`config.mk`:
```
export PLATFORM = sky130hd
export DESIGN_NAME = mem_access_unit
export DESIGN_NICKNAME = d
export VERILOG_FILES = /design/src/rtl/mem_access_unit.sv
export SDC_FILE = /design/constraint.sdc
export NUM_CORES = 1
export LEC_CHECK = 0
export ABC_AREA = 1
export CAP_MARGIN = 40
export CORE_UTILIZATION = 30
export DETAILED_ROUTE_END_ITERATION = 12
export MAX_ROUTING_LAYER = met4
export SLEW_MARGIN = 20
export SYNTH_ARGS = -nofsm -noshare
export SYNTH_HDL_FRONTEND = slang
export SYNTH_SLANG_ARGS = --single-unit
```
`constraint.sdc`:
```
create_clock -name clk -period 2 [get_ports clk]
set_clock_uncertainty 0.2 [all_clocks]
set_input_delay 0.5 -clock clk [delete_from_list [all_inputs] [get_ports clk]]
set_output_delay 0.5 -clock clk [all_outputs]
set_load 0.1 [all_outputs]
```
`src/rtl/mem_access_unit.sv`:
```
// MEM-stage initiator mapping lb/lbu/lh/lhu/lw/sb/sh/sw onto a word-only data memory;
// sub-word stores use a read-modify-write. Optional misalignment trapping: MISALIGN_TRAP_EN.
module mem_access_unit #(
  parameter logic [31:0] BASE_ADDR = 32'h400,
  parameter int unsigned MEM_BYTES = 1024
) (
  input  logic        clk,
  input  logic        reset,
  input  logic        req_valid,
  output logic        req_ready,
  input  logic        req_write,
  input  logic [1:0]  req_size,
  input  logic        req_signed,
  input  logic [31:0] req_addr,
  input  logic [31:0] req_wdata,
  output logic        resp_valid,
  output logic [31:0] resp_rdata,
  output logic        resp_err,
  output logic        mem_read,
  output logic        mem_write,
  output logic [31:0] mem_addr,
  output logic [31:0] mem_wdata,
  input  logic [31:0] mem_rdata
);

  localparam logic [31:0] LAST_ADDR = BASE_ADDR + 32'(MEM_BYTES) - 32'd1;
  localparam logic [1:0]  SZ_BYTE   = 2'b00;
  localparam logic [1:0]  SZ_HALF   = 2'b01;
  localparam logic [1:0]  SZ_WORD   = 2'b10;
  localparam logic [1:0]  SZ_RSVD   = 2'b11;

  typedef enum logic [1:0] {S_IDLE, S_ACCESS, S_MERGE} state_t;

  state_t      r_state, w_next_state;
  logic        r_write, r_signed, r_err;
  logic [1:0]  r_size;
  logic [31:0] r_addr, r_wdata, r_merged;
  logic        r_resp_valid, r_resp_err;
  logic [31:0] r_resp_rdata;

  logic        w_misalign, w_req_err, w_accept, w_subword_store;
  logic        w_mem_read, w_mem_write;
  logic [7:0]  w_byte;
  logic [15:0] w_half;
  logic [31:0] w_load_data, w_merged;

`ifdef MISALIGN_TRAP_EN
  assign w_misalign = ((req_size == SZ_HALF) && req_addr[0]) ||
                      ((req_size == SZ_WORD) && (req_addr[1:0] != 2'b00));
`else
  assign w_misalign = 1'b0;
`endif

  // Full 32-bit compare: addresses near 0xFFFFFFFF must not wrap into the window.
  assign w_req_err = (req_addr < BASE_ADDR) || (req_addr > LAST_ADDR) ||
                     (req_size == SZ_RSVD) || w_misalign;
  assign w_accept        = (r_state == S_IDLE) && req_valid;
  assign w_subword_store = r_write && (r_size != SZ_WORD);

  assign w_byte = mem_rdata[{r_addr[1:0], 3'b000} +: 8];
  assign w_half = r_addr[1] ? mem_rdata[31:16] : mem_rdata[15:0];

  always_comb begin
    case (r_size)
      SZ_BYTE: w_load_data = {{24{r_signed & w_byte[7]}}, w_byte};
      SZ_HALF: w_load_data = {{16{r_signed & w_half[15]}}, w_half};
      default: w_load_data = mem_rdata;
    endcase
  end

  always_comb begin
    w_merged = mem_rdata;
    if (r_size == SZ_BYTE)
      w_merged[{r_addr[1:0], 3'b000} +: 8] = r_wdata[7:0];
    else if (r_addr[1])
      w_merged[31:16] = r_wdata[15:0];
    else
      w_merged[15:0] = r_wdata[15:0];
  end

  always_ff @(posedge clk) begin
    // NOTE: sequential state uses non-blocking assignments so every register samples pre-edge values.
    if (reset) r_state <= S_IDLE;
    else       r_state <= w_next_state;
  end

  always_comb begin
    // NOTE: every output gets a default first; a missed branch would otherwise infer a latch.
    w_next_state = r_state;
    req_ready    = 1'b0;
    w_mem_read   = 1'b0;
    w_mem_write  = 1'b0;
    mem_addr     = 32'd0;
    mem_wdata    = 32'd0;
    case (r_state)
      S_IDLE: begin
        req_ready = 1'b1;
        if (req_valid) w_next_state = S_ACCESS;
      end
      S_ACCESS: begin
        mem_addr     = {r_addr[31:2], 2'b00};
        w_next_state = S_IDLE;
        if (!r_err) begin
          if (!r_write) begin
            w_mem_read = 1'b1;
          end else if (!w_subword_store) begin
            w_mem_write = 1'b1;
            mem_wdata   = r_wdata;
          end else begin
            w_mem_read   = 1'b1;
            w_next_state = S_MERGE;
          end
        end
      end
      S_MERGE: begin
        mem_addr     = {r_addr[31:2], 2'b00};
        w_mem_write  = 1'b1;
        mem_wdata    = r_merged;
        w_next_state = S_IDLE;
      end
      default: w_next_state = S_IDLE;
    endcase
  end

  // Strobes are masked in a reset cycle so an aborted MERGE never commits.
  assign mem_read  = w_mem_read  && !reset;
  assign mem_write = w_mem_write && !reset;

  always_ff @(posedge clk) begin
    if (reset) begin
      r_write      <= 1'b0;
      r_size       <= 2'b00;
      r_signed     <= 1'b0;
      r_addr       <= 32'd0;
      r_wdata      <= 32'd0;
      r_err        <= 1'b0;
      r_merged     <= 32'd0;
      r_resp_valid <= 1'b0;
      r_resp_err   <= 1'b0;
      r_resp_rdata <= 32'd0;
    end else begin
      r_resp_valid <= 1'b0;
      r_resp_err   <= 1'b0;
      r_resp_rdata <= 32'd0;
      if (w_accept) begin
        r_write  <= req_write;
        r_size   <= req_size;
        r_signed <= req_signed;
        r_addr   <= req_addr;
        r_wdata  <= req_wdata;
        r_err    <= w_req_err;
      end
      if (r_state == S_ACCESS) begin
        if (!r_err && w_subword_store) begin
          r_merged <= w_merged;
        end else begin
          r_resp_valid <= 1'b1;
          r_resp_err   <= r_err;
          r_resp_rdata <= (r_err || r_write) ? 32'd0 : w_load_data;
        end
      end
      if (r_state == S_MERGE) r_resp_valid <= 1'b1;
    end
  end

  assign resp_valid = r_resp_valid;
  assign resp_err   = r_resp_err;
  assign resp_rdata = r_resp_rdata;

endmodule

```
**After elaboration in Yosys (flattened, before gate mapping)**

Index checks and enable logic that the tools add are counted.

- Order comparisons: 2
- $add $sub $neg: 1
- Eq/ne operators: 6
- Bitwise gates (word level): 3
- Muxes and demuxes: 28
- Reductions and logical operators: 16
- Shift-type cells: 3

Operators by type and width:

| operator | count |
|---|---|
| 32-bit two-way mux | 5 |
| 32-bit one-hot mux with 2 select lines | 2 |
| 16-bit two-way mux | 3 |
| 32-bit bitwise mux | 1 |
| 32-bit by 11-bit greater-than comparator with 1-bit output, second input constant | 1 |
| 32-bit by 11-bit less-than comparator with 1-bit output, second input constant | 1 |
| 8-bit by 7-bit variable shift with 32-bit output, first input constant | 1 |
| 32-bit by 6-bit variable part select with 8-bit output | 1 |
| 8-bit by 7-bit variable part select with 32-bit output | 1 |
| 1-bit two-way mux | 11 |
| 2-bit two-way mux | 4 |
| 5-bit negation with 7-bit output | 1 |
| 1-bit logical AND | 5 |
| 2-bit by 1-bit equality test with 1-bit output, second input constant | 2 |
| 2-bit equality test, second input constant | 2 |
| 2-bit zero test | 2 |
| 2-bit inequality test, second input constant | 2 |
| 2-bit one-hot mux with 2 select lines | 1 |
| 4-bit OR reduction | 1 |
| 1-bit logical OR | 3 |
| 3-bit OR reduction | 1 |
| 1-bit AND | 2 |
| 1-bit zero test | 2 |
| 1-bit one-hot mux with 2 select lines | 1 |
| 3 further kinds | 3 |

- Register bits: 137
- Input bits: 103
- Output and inout port bits: 101
- Logic and storage cells: 70

**Longest topological paths before layout**

Gate-level depths: netlist of run 1.

- Depth after elaboration: 7
- Depth in mapped cells: 13
- Gate-level depth less buffers: 9

**Worst setup path before layout of run 1**

Ideal clock, no wire load.

- Path kind: register -> output
- Start point: reg r_state[1]
- End point: out mem_wdata[0]
- Arrival time: 2.623 ns
- Stages on the path, launching flop included: 8
- Data required time: 1.300 ns
- Path slack: -1.323 ns
- Buffers on the path: 1
- Cell sequence: dfxtp_1 inv_1 ha_1 nand3_1 nor3_4 buf_6 nand2_1 a21oi_1

- Longest elaborated chain between the ends: 2
- Elaborated cells on any way between the ends: 3
- Classes of those cells: eq/ne (2); mux (1)

Ends and longest elaborated chain:

| element | RTL line | text |
|---|---|---|
| start: declaration | 34 | `state_t r_state, w_next_state;` |
| start signal: assignment | 84 | `else r_state <= w_next_state;` |
| 2-bit equality test or 2-bit by 1-bit equality test with 1-bit output (tied branches) | 95 | `case (r_state)` |
| 32-bit one-hot mux with 2 select lines * | 95 |  |
| end: declaration | 22 | `output logic [31:0] mem_wdata,` |

Every way passes the cells marked *; elsewhere a longest branch is shown, timed or not.

**Worst setup path in the final report of run 1**

- Start point: reg r_state[1]
- End point: out mem_wdata[24]

The elaborated chain is that of the path after synthesis.

==> qor.csv, run 1 <==
stage;metric;value;unit
outcome;status;complete, but fails checks;
outcome;violations;setup timing;
global_routing;grt_use_total;22.6;%
yosys;yosysTopAreaCellShare;39.0;%
drt;wl_per_cell;16.1;um
placement;dp_hpwl;19000;um
finish;fin_area;12600;um^2
critical_path;rrSetupSlack;0.08;ns
critical_path;crit_path_max_incr_delay;0.32;ns
drt;drc;0;
power_and_ir_drop;ir_worst_vdd;552;uV
drt;final_antenna_net_count;0;
sta;drv_slew;0;
floorplan;design.core.area;22800;um^2
finish;layout.nets;1450;
yosys;synthDistinctLibCells;26;
placement;dpl_cell_area;11300;um^2
critical_path;crit_start;r_state[1];
floorplan;die_w;155;um
critical_path;critPathBufInv;4;
yosys;synth-async-reset-ratio;0;%
sta;min_period;2.68;ns
drt;drt_iter0_markers;466;
drt;dr.pass1.iters;5;
placement;gp_congestion;0.935;
critical_path;path_cells;inv_2, ha_4, nand3_4, nor3_4, buf_6, clkbuf_16, nand2_1, a21oi_4, buf_12;
global_routing;overflow;0;
critical_path;r2r-start;r_state[1];
clocking;cts.clk_slew.worst_paths;0.06;ns
floorplan;die_y;155;um
yosys;seq_area_frac_synth;39.0;%
yosys;synthCells;1092;
critical_path;cp.required;1.30;ns
critical_path;cp_max_fo;8;
sta;setup_viol;64;
floorplan;ioPinCount;204;
placement;io_buffers;201;
clocking;cts.path.max_buffers;2;
drt;wirelength;26800;um
yosys;yosys.area.top_type;dfxtp_1;
yosys;synth.area.top_cells;dfxtp_1, nand2_1, a21oi_1;
yosys;synth_ff_type;dfxtp_1;
critical_path;cp-start-kind;flop;
clocking;cts_tree;built;
yosys;ys_warn_count;0;
clocking;clock-root-buffer;clkbuf_16;
drt;viasPerCell;4.77;
global_routing;grt_pass1_vias;7524;
floorplan;start_util;30.9;%
yosys;synth_edf_count;0;
sta;worst_slew_pin_slew;0.538;ns
flow_run;cap_violations;0;
sta;worst_hold_slack;0.272;ns
floorplan;rows;55;
critical_path;slowest_stage;dfxtp_2;
critical_path;cp_data_arrival_time;1.98;ns
power_and_ir_drop;p_leak;5.17;nW
global_routing;grt_start_max_net_pins;88;
critical_path;end_kind;output port;
yosys;syn_area_per_cell;6.44;um^2
sta;max_freq;373;MHz
sta;setup_slack;-0.681;ns
finish;n_antenna_cell;0;
critical_path;crit_family;buffers and inverters;
yosys;ys_ff_latch;137;
sta;timing.final.crit_share;134;%
clocking;htreeDepth;4;
critical_path;reg2reg_to;resp_rdata[10];
finish;drive_gt1_share;27.8;%
critical_path;worstSetupPathType;flop to output port;
placement;pre_cts_ws;-0.359;ns
clocking;clock-sinks;137;
yosys;synth.most_common_cell;nand2_1;
global_routing;grt_pass1_wl;41000;um
min_path;hp-class;flop to flop;
floorplan;die_area;24000;um^2
clocking;cts_made_buffers;17;
finish;synthToLayoutAreaGrowth;79.6;%
clocking;holdBufCountCts;0;
clocking;clock_latency;0.43;ns
drt;vias;7949;
sta;rsz0062_at_grt;yes;
critical_path;worstSetupEndpoint;mem_wdata[24];
yosys;yosys-top-cells-count;nand2_1, nor2_1, dfxtp_1, a21oi_1, o21ai_0;
sta;hold_violations;0;
critical_path;crit_cells;9;
critical_path;ff2ff_path_depth;11;
power_and_ir_drop;power_density;727;nW/um^2
global_routing;grt_antenna_before_repair;0;
yosys;netlist_area;7030;um^2
sta;slew_headroom;64.2;%
## how the worst min path moves through the flow
stage                             end         from  cells after the start  slack, ns
after floorplan           r_merged[0]  r_merged[0]                      2       0.24
after global placement    r_merged[1]  r_merged[1]                      2       0.26
after detailed placement  r_merged[0]  r_merged[0]                      2       0.26
after CTS                 r_merged[0]  r_merged[0]                      2       0.27
after global routing      r_merged[3]  r_merged[3]                      2       0.29
final                        r_signed     r_signed                      2       0.27
## repair_timing
action | 4_1_cts | 5_1_grt
buffers inserted | 6 | 7
resized for setup | 22 | 81
endpoints found under the hold margin | 0 | 0
pin swaps | 9 | 8
cloned | 3 | 5
endpoints found under the setup margin | 65 | 88
## flip-flops by register name, summed over array words and instances (netlist names), 2 cells and up
register	count
resp_rdata	32
r_size	2
r_state	2
r_wdata	32
r_merged	32
r_addr	32
## where the power goes
| part | internal (mW) | switching [mW] | total [mW] |
|---|---|---|---|
| sequential | 2.91 | 0.162 | 3.07 |
| combinational | 1.14 | 1.73 | 2.87 |
| clock | 1.96 | 1.27 | 3.24 |
## layout make-up
class | instances | area, um^2
inverters | 79 | 409
repair buffers | 302 | 4100
multi-input cells | 802 | 4380
fillers | 2064 | 10200
clock buffers | 18 | 429
clock inverters | 14 | 171
flip-flops and latches | 137 | 2750
well taps | 313 | 392
## per-stage QoR
stage	util, %	cells	power (mW)	setup TNS (ns)
after global placement	49.8	1613	5.68	-18.90
after floorplan	-	1093	4.64	-44.71
after global routing	55.4	1665	9.60	-42.78
after CTS	53.4	1654	8.99	-40.19
final	55.4	1665	9.18	-37.73
after detailed placement	49.8	1613	5.70	-20.99
## cell families after synthesis
group,count (synthesis),share of synthesized area (%)
buffers and inverters,154,9.27
other,1,0.0533
and+or+nand+nor,515,29.2
adders and majority gates,8,1.42
DFF,137,39.0
AOI/OAI and AO/OA,277,21.0
## placed cells by master (no fill, tap or decap), types with 10 or more instances in the layout
| cell | synthesis | final |
|---|---|---|
| o21ai_0 | 119 | 118 |
| clkbuf_16 | 0 | 21 |
| a21oi_4 | 0 | 33 |
| nand2_1 | 302 | 260 |
| nor2_1 | 150 | 145 |
| a21oi_1 | 123 | 95 |
| nand2_4 | 0 | 39 |
| nand4_1 | 10 | 10 |
| o211ai_1 | 16 | 16 |
| buf_4 | 3 | 73 |
| clkdlybuf4s50_1 | 0 | 102 |
| dfxtp_1 | 137 | 135 |
| nand3_1 | 36 | 34 |
| inv_1 | 73 | 38 |
| buf_12 | 0 | 113 |
| clkinvlp_4 | 0 | 33 |
| nand2_2 | 12 | 15 |
## worst register-to-register path, stage by stage, from the launching register on
cell and delay [ns]:
dfxtp_2 0.32, inv_2 0.07, ha_4 0.14, buf_4 0.12, nand3_4 0.07, buf_4 0.14, buf_4 0.11, buf_4 0.13
nor2_4 0.14, buf_12 0.14, o21ai_0 0.09, a21oi_1 0.18
## metal layers
metal | up-vias | share of wire [%] | global-route usage [%]
met5 | - | 0 | -
met4 | 0 | 1.7 | 6.13
met3 | 32 | 7.5 | 6.43
met2 | 295 | 44 | 33.6
met1 | 3610 | 46 | 29.8
li1 | 4012 | - | -
No activity file was read; power rests on OpenSTA's default activity.
==> run 2: changes to the inputs <==
SKIP_CTS_REPAIR_TIMING = 1   (was unset)
clock period = 3 ns   (was 2 ns; I/O delays follow)
==> qor.csv, run 2 (synthesis results as in run 1) <==
stage;metric;value;unit;change
sta;slew_headroom;46.4;%;-18 points
finish;layout_common_cells;nand2_1, nor2_1, dfxtp_1, o21ai_0, clkdlybuf4s50_1;;
drt;dr.pass1.iters;5;;unchanged
outcome;status;complete, but fails checks;;
sta;timing.final.crit_share;101;%;
outcome;violations;setup timing;;
power_and_ir_drop;intPower;3.79;mW;-37%
global_routing;grt_antenna_before_repair;2;;+2
critical_path;cp.required;2.05;ns;+0.75 ns
power_and_ir_drop;pwr-share-clk;38.3;%;+3.0 points
sta;worst_slew_pin_slew;0.805;ns;+0.267 ns
clocking;clock-sinks;137;;unchanged
floorplan;die_y;155;um;unchanged
sta;hold_violations;0;;unchanged
global_routing;grt_use_total;20.8;%;-1.8 points
critical_path;end_kind;output port;;
clocking;clock_latency;0.42;ns;about the same
floorplan;start_util;30.9;%;unchanged
drt;wl_per_cell;15.6;um;-3.0%
finish;drive_gt1_share;18.5;%;-9.3 points
global_routing;grt_pass1_vias;7070;;-6.0%
power_and_ir_drop;combPwrFrac;26.3;%;-4.9 points
sta;setup_slack;-0.0320;ns;+0.649 ns
power_and_ir_drop;p_leak;4.54;nW;-12%
clocking;cts_made_buffers;17;;unchanged
floorplan;ioPinCount;204;;unchanged
floorplan;design.core.area;22800;um^2;unchanged
clocking;cts.clk_slew.worst_paths;0.06;ns;about the same
power_and_ir_drop;power_switching;2.00;mW;-37%
finish;layout.cells.non_filler;1592;;-4.4%
drt;drc;0;;unchanged
floorplan;die_w;155;um;unchanged
drt;wirelength;24800;um;-7.3%
flow_run;cap_violations;0;;unchanged
sta;setup_viol;17;;-73%
drt;final_antenna_net_count;0;;unchanged
placement;io_buffers;201;;unchanged
min_path;hold_depth;2;;unchanged
drt;drt_iter0_markers;384;;-18%
finish;final_common_cell;nand2_1;;
sta;worst_hold_slack;0.269;ns;-0.00306 ns
floorplan;rows;55;;unchanged
critical_path;worstSetupPathType;flop to output port;;
critical_path;ff2ff_path_depth;7;;-4
power_and_ir_drop;p_seq_share;35.4;%;+1.9 points
power_and_ir_drop;power;5.79;mW;-37%
sta;setup_tns;-0.259;ns;+37.47 ns
sta;drv_slew;0;;unchanged
global_routing;grt_start_max_net_pins;95;;+8.0%
finish;synthToLayoutAreaGrowth;56.3;%;
finish;layout.nets;1376;;-5.1%
global_routing;overflow;0;;unchanged
global_routing;grt_pass1_wl;37900;um;-7.6%
critical_path;cp-start-kind;flop;;
placement;gp_congestion;0.924;;-1.2%
clocking;clock-root-buffer;clkbuf_16;;
power_and_ir_drop;p_sw_share;34.6;%;+0.14 points
sta;rsz0062_at_grt;yes;;
min_path;hp-class;flop to flop;;
placement;pre_cts_ws;0.285;ns;+0.644 ns
clocking;cts.path.max_buffers;2;;unchanged
clocking;cts_tree;built;;
floorplan;die_area;24000;um^2;unchanged
power_and_ir_drop;ir_worst_vdd;344;uV;-38%
sta;max_freq;330;MHz;
sta;min_period;3.03;ns;
placement;placed_cells;1553;;-3.7%
drt;viasPerCell;4.83;;+1.2%
critical_path;cp_data_arrival_time;2.08;ns;+0.10 ns
critical_path;cp_max_fo;8;;unchanged
clocking;htreeDepth;4;;unchanged
power_and_ir_drop;power_density;527;nW/um^2;-27%
placement;dp_hpwl;17800;um;-6.3%
drt;vias;7690;;-3.3%
run 2: cell count changes in the layout (fill, tap and decap cells not counted), sizes merged:
cell / change
clkinv: -4
inv: +34
clkbuf: -3
diode: +2
buf: -72
clkinvlp: -30
run 2: power groups by stage:
stage	registers, mW	logic, mW	clock network (mW)
2_1_floorplan	2.12	0.930	0
3_3_place_gp	2.08	1.50	0
3_5_place_dp	2.09	1.51	0
4_1_cts	2.05	1.51	2.26
5_1_grt	2.07	1.66	2.34
6_report	2.05	1.52	2.22
run 2: critical path, stage by stage, from the launching register on:
cell	delay, ns
dfxtp_2	0.32
inv_2	0.08
ha_4	0.16
nand3_4	0.10
nor3_4	0.23
buf_12	0.16
buf_6	0.18
nand2_2	0.08
a21oi_4	0.16
buf_12	0.19
run 2: through the flow:
| step | utilization (%) | area [um^2] |
|---|---|---|
| 3_3_place_gp | 44.7 | 10200 |
| 5_1_grt | 48.2 | 11000 |
| 4_1_cts | 47.4 | 10800 |
| 3_5_place_dp | 44.7 | 10200 |
| 2_1_floorplan | - | 7340 |
| 6_report | 48.2 | 11000 |
run 2: metal layers:
metal	vias up	GRT usage, %	share of wire (%)
met2	248	35.9	51
met4	0	6.36	1.7
met3	28	5.04	6.6
li1	3875	-	-
met1	3539	23.7	41
met5	-	-	0
run 2: final timing paths:
check / start / to / slack [ns]
max reg2reg: r_addr[1] / r_merged[2] / 0.52
min reg2reg: r_merged[0] / r_merged[0] / 0.27
max: r_state[1] / mem_wdata[7] / -0.03
min: r_merged[0] / r_merged[0] / 0.27
run 2: cell type report:
class                      instances  area (um^2)
clock inverter                    14          188
timing repair buffer             228         2900
antenna                            2         5.00
inverter                          79          297
multi-input combinational        802         4040
fill                            2239        11800
tap                              313          392
sequential                       137         2750
clock buffer                      17          425
